File: src/rtl/uart_pkg.sv
// Shared types and frame-format constants for the UART receive path.
package uart_pkg;

    // Receiver frame-tracking states.
    typedef enum logic [2:0] {
        IDLE,
        START,
        DATA,
        STOP,
        WAIT_IDLE
    } rx_state_t;

    // Line levels that delimit a frame.
    localparam logic START_LEVEL = 1'b0;
    localparam logic STOP_LEVEL  = 1'b1;
    localparam logic IDLE_LEVEL  = 1'b1;

endpackage : uart_pkg

File: src/rtl/synchronizer.sv
// Multi-flop synchronizer that brings an asynchronous input into the clk domain.
module synchronizer #(
    parameter int                    DATA_WIDTH = 1,
    parameter int                    SYNC_DEPTH = 2,
    parameter logic [DATA_WIDTH-1:0] RESET_VAL  = '0
) (
    input  logic                  clk,
    input  logic                  n_rst,
    input  logic [DATA_WIDTH-1:0] i_data,
    output logic [DATA_WIDTH-1:0] o_data
);

    logic [DATA_WIDTH-1:0] stage [SYNC_DEPTH];

    // Shift the raw input through the flop chain; reset reloads the idle value.
    always_ff @(posedge clk) begin
        if (!n_rst) begin
            for (int i = 0; i < SYNC_DEPTH; i++) begin
                stage[i] <= RESET_VAL;
            end
        end else begin
            stage[0] <= i_data;
            for (int i = 1; i < SYNC_DEPTH; i++) begin
                stage[i] <= stage[i-1];
            end
        end
    end

    assign o_data = stage[SYNC_DEPTH-1];

endmodule : synchronizer

File: src/rtl/uart_rx.sv
// UART receiver: synchronizes the pin, oversamples each bit at mid-period,
// checks the stop bit and holds the received word in a one-entry valid/ready buffer.
module uart_rx
    import uart_pkg::*;
#(
    parameter int DATA_WIDTH   = 8,
    parameter int CLKS_PER_BIT = 16,
    parameter int SYNC_DEPTH   = 2
) (
    input  logic                  clk,
    input  logic                  n_rst,
    input  logic                  i_rx_async,
    input  logic                  i_ready,
    output logic                  o_valid,
    output logic [DATA_WIDTH-1:0] o_data,
    output logic                  o_frame_err,
    output logic                  o_overrun,
    output logic                  o_busy
);

    localparam int CNT_W = (CLKS_PER_BIT > 1) ? $clog2(CLKS_PER_BIT) : 1;
    localparam int IDX_W = (DATA_WIDTH > 1) ? $clog2(DATA_WIDTH) : 1;
    localparam int HALF  = CLKS_PER_BIT / 2;

    localparam logic [CNT_W-1:0] CNT_LAST = CNT_W'(CLKS_PER_BIT - 1);
    localparam logic [CNT_W-1:0] CNT_HALF = CNT_W'(HALF - 1);
    localparam logic [IDX_W-1:0] IDX_LAST = IDX_W'(DATA_WIDTH - 1);

    logic                  rx;
    rx_state_t             state;
    logic [CNT_W-1:0]      bit_cnt;
    logic [IDX_W-1:0]      idx;
    logic [DATA_WIDTH-1:0] shift;
    logic                  word_done;

    synchronizer #(
        .DATA_WIDTH (1),
        .SYNC_DEPTH (SYNC_DEPTH),
        .RESET_VAL  (IDLE_LEVEL)
    ) u_sync (
        .clk    (clk),
        .n_rst  (n_rst),
        .i_data (i_rx_async),
        .o_data (rx)
    );

    // A good stop bit completes the word in the same cycle it is sampled, so
    // the output buffer sees it without an extra pipeline stage.
    assign word_done = (state == STOP) && (bit_cnt == CNT_LAST) && (rx == STOP_LEVEL);

    // Frame state machine: bit timing, data capture, stop check and busy decode.
    always_ff @(posedge clk) begin
        if (!n_rst) begin
            state       <= IDLE;
            bit_cnt     <= '0;
            idx         <= '0;
            // NOTE: the shift register is reset too, so an aborted frame leaves no stale bits behind.
            shift       <= '0;
            o_busy      <= 1'b0;
            o_frame_err <= 1'b0;
        end else begin
            // NOTE: non-blocking assignments throughout; a later assignment in this block overrides these defaults.
            o_frame_err <= 1'b0;
            bit_cnt     <= (bit_cnt == CNT_LAST) ? '0 : bit_cnt + 1'b1;

            case (state)
                IDLE: begin
                    bit_cnt <= '0;
                    if (rx == START_LEVEL) begin
                        state  <= START;
                        o_busy <= 1'b1;
                    end
                end
                START: begin
                    if (bit_cnt == CNT_HALF) begin
                        bit_cnt <= '0;
                        if (rx == START_LEVEL) begin
                            state <= DATA;
                            idx   <= '0;
                        end else begin
                            // Line went back high before mid-bit: treat as a glitch.
                            state  <= IDLE;
                            o_busy <= 1'b0;
                        end
                    end
                end
                DATA: begin
                    if (bit_cnt == CNT_LAST) begin
                        shift[idx] <= rx;
                        if (idx == IDX_LAST) begin
                            state <= STOP;
                        end else begin
                            idx <= idx + 1'b1;
                        end
                    end
                end
                STOP: begin
                    if (bit_cnt == CNT_LAST) begin
                        if (rx == STOP_LEVEL) begin
                            state  <= IDLE;
                            o_busy <= 1'b0;
                        end else begin
                            state       <= WAIT_IDLE;
                            o_frame_err <= 1'b1;
                        end
                    end
                end
                WAIT_IDLE: begin
                    // Stay out of IDLE until the line recovers, so a break is not seen as a start bit.
                    if (rx == STOP_LEVEL) begin
                        state  <= IDLE;
                        o_busy <= 1'b0;
                    end
                end
                default: begin
                    state  <= IDLE;
                    o_busy <= 1'b0;
                end
            endcase
        end
    end

    // Single-entry output buffer: load on completion, drain on handshake, flag drops.
    always_ff @(posedge clk) begin
        if (!n_rst) begin
            o_valid   <= 1'b0;
            o_data    <= '0;
            o_overrun <= 1'b0;
        end else begin
            o_overrun <= 1'b0;
            if (o_valid && i_ready) begin
                o_valid <= 1'b0;
            end
            if (word_done) begin
                if (!o_valid || i_ready) begin
                    o_data  <= shift;
                    o_valid <= 1'b1;
                end else begin
                    // Buffer is full and not draining: the new word is lost, the old one kept.
                    o_overrun <= 1'b1;
                end
            end
        end
    end

endmodule : uart_rx

File: config.mk
export PLATFORM = sky130hd
export DESIGN_NAME = uart_rx
export DESIGN_NICKNAME = d
export VERILOG_FILES = /design/src/rtl/uart_pkg.sv /design/src/rtl/synchronizer.sv /design/src/rtl/uart_rx.sv
export SDC_FILE = /design/constraint.sdc
export NUM_CORES = 1
export LEC_CHECK = 0
export ABC_AREA = 1
export CORE_UTILIZATION = 40
export DETAILED_ROUTE_END_ITERATION = 6
export SLEW_MARGIN = 10
export SYNTH_ARGS = -nofsm -noshare
export SYNTH_HDL_FRONTEND = slang
export SYNTH_SLANG_ARGS = --single-unit
File: constraint.sdc
create_clock -name clk -period 3.6 [get_ports clk]
set_input_delay 0.54 -clock clk [delete_from_list [all_inputs] [get_ports clk]]
set_output_delay 0.54 -clock clk [all_outputs]
set_load 0.005 [all_outputs]
# After elaboration in Yosys (flattened, before gate mapping)
# Memory sizes are Yosys's and may differ from the RTL's.
# Index checks and enable logic that the tools add are counted.
[op_classes]
reduce_logical = 15
bitwise_logic = 3
addsub = 2
order_cmp = 2
mux = 34
n_eq_ne = 15
[ops]
columns = ["op", "n"]
rows = [
  ["$mux 3", 11],
  ["$pmux 3 s5", 1],
  ["$mux 1", 14],
  ["$ne 2x2->1 const B", 7],
  ["$bwmux 8", 1],
  ["$mux 4", 2],
  ["$pmux 4 s2", 1],
  ["$eq 3x2->1 const B", 2],
  ["$eq 3x3->1 const B", 2],
  ["$pmux 3 s2", 1],
  ["$reduce_and 2->1", 3],
  ["$reduce_and 6->1", 1],
  ["$pmux 1 s5", 1],
  ["$reduce_and 5->1", 1],
  ["$add 4x1->4 const B", 1],
  ["$eq 4x3->1 const B", 1],
  ["$eq 4x4->1 const B", 1],
  ["$logic_and 1x1->1", 4],
  ["$lt 3x4->1 const B", 1],
  ["$reduce_and 4->1", 1],
  ["$add 3x1->3 const B", 1],
  ["$demux 1 s3", 1],
  ["$eq 3x1->1 const B", 1],
  ["$ge 3x1->1 const B", 1],
  ["other kinds (9)", 10],
]
[word_totals]
memories = 1
ramBits = 2
word_cells = 81
register_bits = 30
inputBits = 4
[memory_table]
columns = ["memory", "words", "word_bits", "rd", "rd_clocked_by_memory_dff", "write_ports", "line_no", "source"]
rows = [
  ["u_sync.stage", 2, 1, 2, 0, 2, "synchronizer.sv:13", "logic [DATA_WIDTH-1:0] stage [SYNC_DEPTH];"],
]

# Logic depth before layout (Yosys ltp)
[logic_depth]
ltp_word = 5
ltp_mapped = 10
depth_no_buf = 10

# Hierarchy
# Synthesis repeated with hierarchy kept, for this count alone.
[hier_totals]
hier_cells = 203
hier_area_um2 = 1440.1
[by_module_without_submodules]
columns = ["module", "area_per_inst_um2", "cells_each", "instances", "seq_area_each_um2"]
rows = [
  ["uart_rx", 1385.1, 197, 1, 600.6],
  ["synchronizer", 55.1, 6, 1, 40.0],
]

# Worst setup path before layout
# Ideal clock, no wire load.
[synth_timing]
path_kind = "reg-to-reg"
from = "register bit_cnt[0]"
to = "register o_data[0]"
path_stages_with_launch = 9
slack_ns = 2.260
setup_ns = 0.116
path_buffers = 0
arrival_time_ns = 1.224
synth_period_minus_slack_ns = 1.340
path_cell_list = "dfxtp_1 -> ha_1 -> nand2_2 -> nor2_8 -> nand3_4 -> nor2_8 -> inv_2 -> nor2_1 -> nor2_1"
[synth_via]
elab_chain_cells = 4
[synth_rtl]
columns = ["item", "line_no", "source"]
rows = [
  ["start: declaration", "uart_rx.sv:31", "logic [CNT_W-1:0] bit_cnt;"],
  ["start signal: assignment", "uart_rx.sv:64", "bit_cnt <= (bit_cnt == CNT_LAST) ? '0 : bit_cnt + 1'b1;"],
  ["$eq 4x4->1", "uart_rx.sv:49", "assign word_done = (state == STOP) && (bit_cnt == CNT_LAST) && (rx == STOP_LEVEL);"],
  ["$logic_and 1x1->1 (2 in a row)", "uart_rx.sv:49", ""],
  ["$reduce_and 2->1 (no line)", "n/a", ""],
  ["end signal: assignment", "uart_rx.sv:136", "o_data <= shift;"],
  ["end: declaration", "uart_rx.sv:15", "output logic [DATA_WIDTH-1:0] o_data,"],
]
# Every way passes these cells.
# A chain may end at the register's enable or synchronous reset.

==> metrics.yaml <==
layout:
  areaGrowthSynthToFinish_pct: 18.2
  ff_latch_area_um2: 641
  antennaDiodeCount: 0
  final_cell_mix: "49 x nor2_1, 32 x dfxtp_1, 26 x nand2_1"
  fill_cells: 392
  layout_commonest_cell: "nor2_1"
  multi_input_area_um2: 815
  postLayoutCellArea_um2: 1860
  layout.nets: 238
  drive_above_1_share_pct: 13.4
clock_tree:
  cts_resized: 0
  cts_max_level: 2
  cts_root_buffer: "clkbuf_8"
  cts_buffers: 5
  tritoncts: "done"
  clockBufferDepth: 2
  cts_setup_buffers: 0
  insertion_delay_ns: 0.28
  ctsHoldBuffers: 0
  clk_transition_reported_paths_ns: 0.06
  cts_sinks: 32
drt:
  wl_um: 3000
  first_iter_violations: 71
  routed_via_density: 4.80
  drc_errors: 0
  dr.pass1.iters: 4
  drtAntennaViolNets: 0
  dr_total_vias: 1343
  wl_per_cell_um: 10.7
setup_path:
  cp-startpoint: "n_rst"
  path_max_fanout: 23
  reg2reg_slack_ns: 2.08
  end_kind: "register"
  rr_endpoint: "o_data[2]$_SDFFE_PN0P_"
  crit_type: "primary input to register"
  cp_data_required_time_ns: 3.77
  worst_setup_path_start_kind: "primary input"
  crit_path_end: "u_sync.stage[0][1]$_SDFF_PN1_"
  arrival_ns: 1.88
  regToRegStartpoint: "bit_cnt[0]$_SDFF_PN0_"
  r2r_cells: 8
timing:
  rsz0062_at_grt: "no"
  hold_viol_final: 0
  fmax_mhz: 584
  setup_tns_ns: 0
  hold_ws_ns: 0.413
  finalCritPeriodShare_pct: 47.5
  slew_headroom_pct: 66.3
  setup_viol: 0
  skew_ns: 0.00543
  min_period_ns: 1.71
  worst_pin_slew_ns: 0.505
  slew_viol_final: 0
status:
  status: "finished clean"
global_routing:
  grt_pass1_vias: 1300
  grt.overflow.total: 0
  grt_usage_pct: 17.5
  antenna_found_initial: 0
  grt_max_degree: 24
  grt_pass1_wl_um: 5610
logic_synthesis:
  syn_area_per_cell_um2: 7.35
  synth-seq-cells: 32
  synth_flop_cell: "dfxtp_1"
  syn-num-nets: 221
  syn-cell-area_um2: 1570
  synthTopCellsByArea: "dfxtp_1 41%, nor2_1 12%, o21ai_0 6.4%, nand2_1 6.2%, nand3_1 5.4%"
  synth_seq_area_share_pct: 40.7
  synth_top_cell_by_area: "dfxtp_1"
  synth-edff-count: 0
  ys_types: 29
  ys_warn_count: 0
  synth_top_area_share_pct: 40.7
  synthArstFlopShare_pct: 0
  syn_inst: 214
power_and_ir_drop:
  p_leak_nw: 0.804
  cellPowerDensity_nw_per_um2: 527
  seqPwrFrac_pct: 42.1
  switching_power_mw: 0.312
  pwr-share-clk_pct: 34.3
  intPower_mw: 0.668
  ir_worst_vdd_v: 0.000231
  switching_share_pct: 31.8
  power_frac_comb_pct: 23.6
run:
  maxCapViolations: 0
floorplanning:
  start_util_pct: 42.3
  die_w_um: 64.7
  fp.dieH_um: 64.7
  die_area_um2: 4190
  pin_count: 16
  row_count: 22
  core_um2: 3720
placed_design:
  dp_hpwl_um: 2190
  post_dp_cell_area_um2: 1750
  port_buffers: 15
  gp_congestion: 0.803
worst_hold_path:
  hold_class: "register to register"
  hold_depth: 1
logic make-up (layout without fill, tap and decap cells):
group,Yosys count,after routing,synth area share (%)
DFF,32,32,40.7
buffers and inverters,26,44,7.48
adders and majority gates,3,3,2.39
xor gates and xnor gates,1,1,0.557
and+or+nand+nor,121,121,38.1
AOI/OAI and AO/OA,31,31,10.7
power groups by stage:
| stage | clock (mW) | sequential, mW | combinational (mW) |
|---|---|---|---|
| 4_1_cts | 0.348 | 0.412 | 0.230 |
| 3_3_place_gp | 0 | 0.421 | 0.230 |
| 5_1_grt | 0.367 | 0.417 | 0.268 |
| 3_5_place_dp | 0 | 0.420 | 0.230 |
| 6_report | 0.336 | 0.412 | 0.231 |
| 2_1_floorplan | 0 | 0.396 | 0.220 |
per-layer routing:
metal	routed length, um	GRT usage [%]
met1	1500	20.6
met2	1350	28.6
met3	102	5.63
met4	53	8.06
met5	0	0
synthesized netlist by cell type, types with 3 or more instances:
cell type  instances
nor2_1            49
dfxtp_1           32
nand2_1           26
o21ai_0           20
nand3_1           17
inv_1             16
nor3_1             9
a21oi_1            8
nand2_2            5
ha_1               3
inv_2              3
nor2_2             3
nor2_4             3
how the worst min path moves through the flow:
stage | endpoint | startpoint
floorplan | u_sync.stage[0][1]$_SDFF_PN1_ | u_sync.stage[0][0]$_SDFF_PN1_
global placement | u_sync.stage[0][1]$_SDFF_PN1_ | u_sync.stage[0][0]$_SDFF_PN1_
detailed placement | u_sync.stage[0][1]$_SDFF_PN1_ | u_sync.stage[0][0]$_SDFF_PN1_
CTS | u_sync.stage[0][1]$_SDFF_PN1_ | u_sync.stage[0][0]$_SDFF_PN1_
global route | u_sync.stage[0][1]$_SDFF_PN1_ | u_sync.stage[0][0]$_SDFF_PN1_
finish | u_sync.stage[0][1]$_SDFF_PN1_ | u_sync.stage[0][0]$_SDFF_PN1_
stage by stage:
step | util [%] | std cells | worst slack (ns) | power (mW)
floorplan | - | 214 | 2.26 | 0.616
global placement | 47.0 | 272 | 1.59 | 0.651
detailed placement | 47.0 | 272 | 1.57 | 0.650
CTS | 50.0 | 280 | 1.85 | 0.991
global route | 50.0 | 280 | 1.80 | 1.05
finish | 50.0 | 280 | 1.89 | 0.979
layout make-up:
cell class                 instances  area share, %
clock buffer                       5           3.70
multi-input combinational        156           43.8
tap                               48           3.23
sequential                        32           34.5
inverter                          20           4.04
clock inverter                     3           2.29
timing repair buffer              16           8.48
registers in the layout, summed over array words and instances, names as in the netlist:
name and flops:
o_data 8, shift 8, bit_cnt 4, idx 3
state 3, u_sync.stage 2, o_busy 1, o_frame_err 1
o_overrun 1, o_valid 1
critical path: stages:
cell and delay (ns):
clkdlybuf4s50_1 0.45, buf_4 0.24, clkinv_1 0.29, or2_2 0.35
Power figures use the tool's default switching activity.
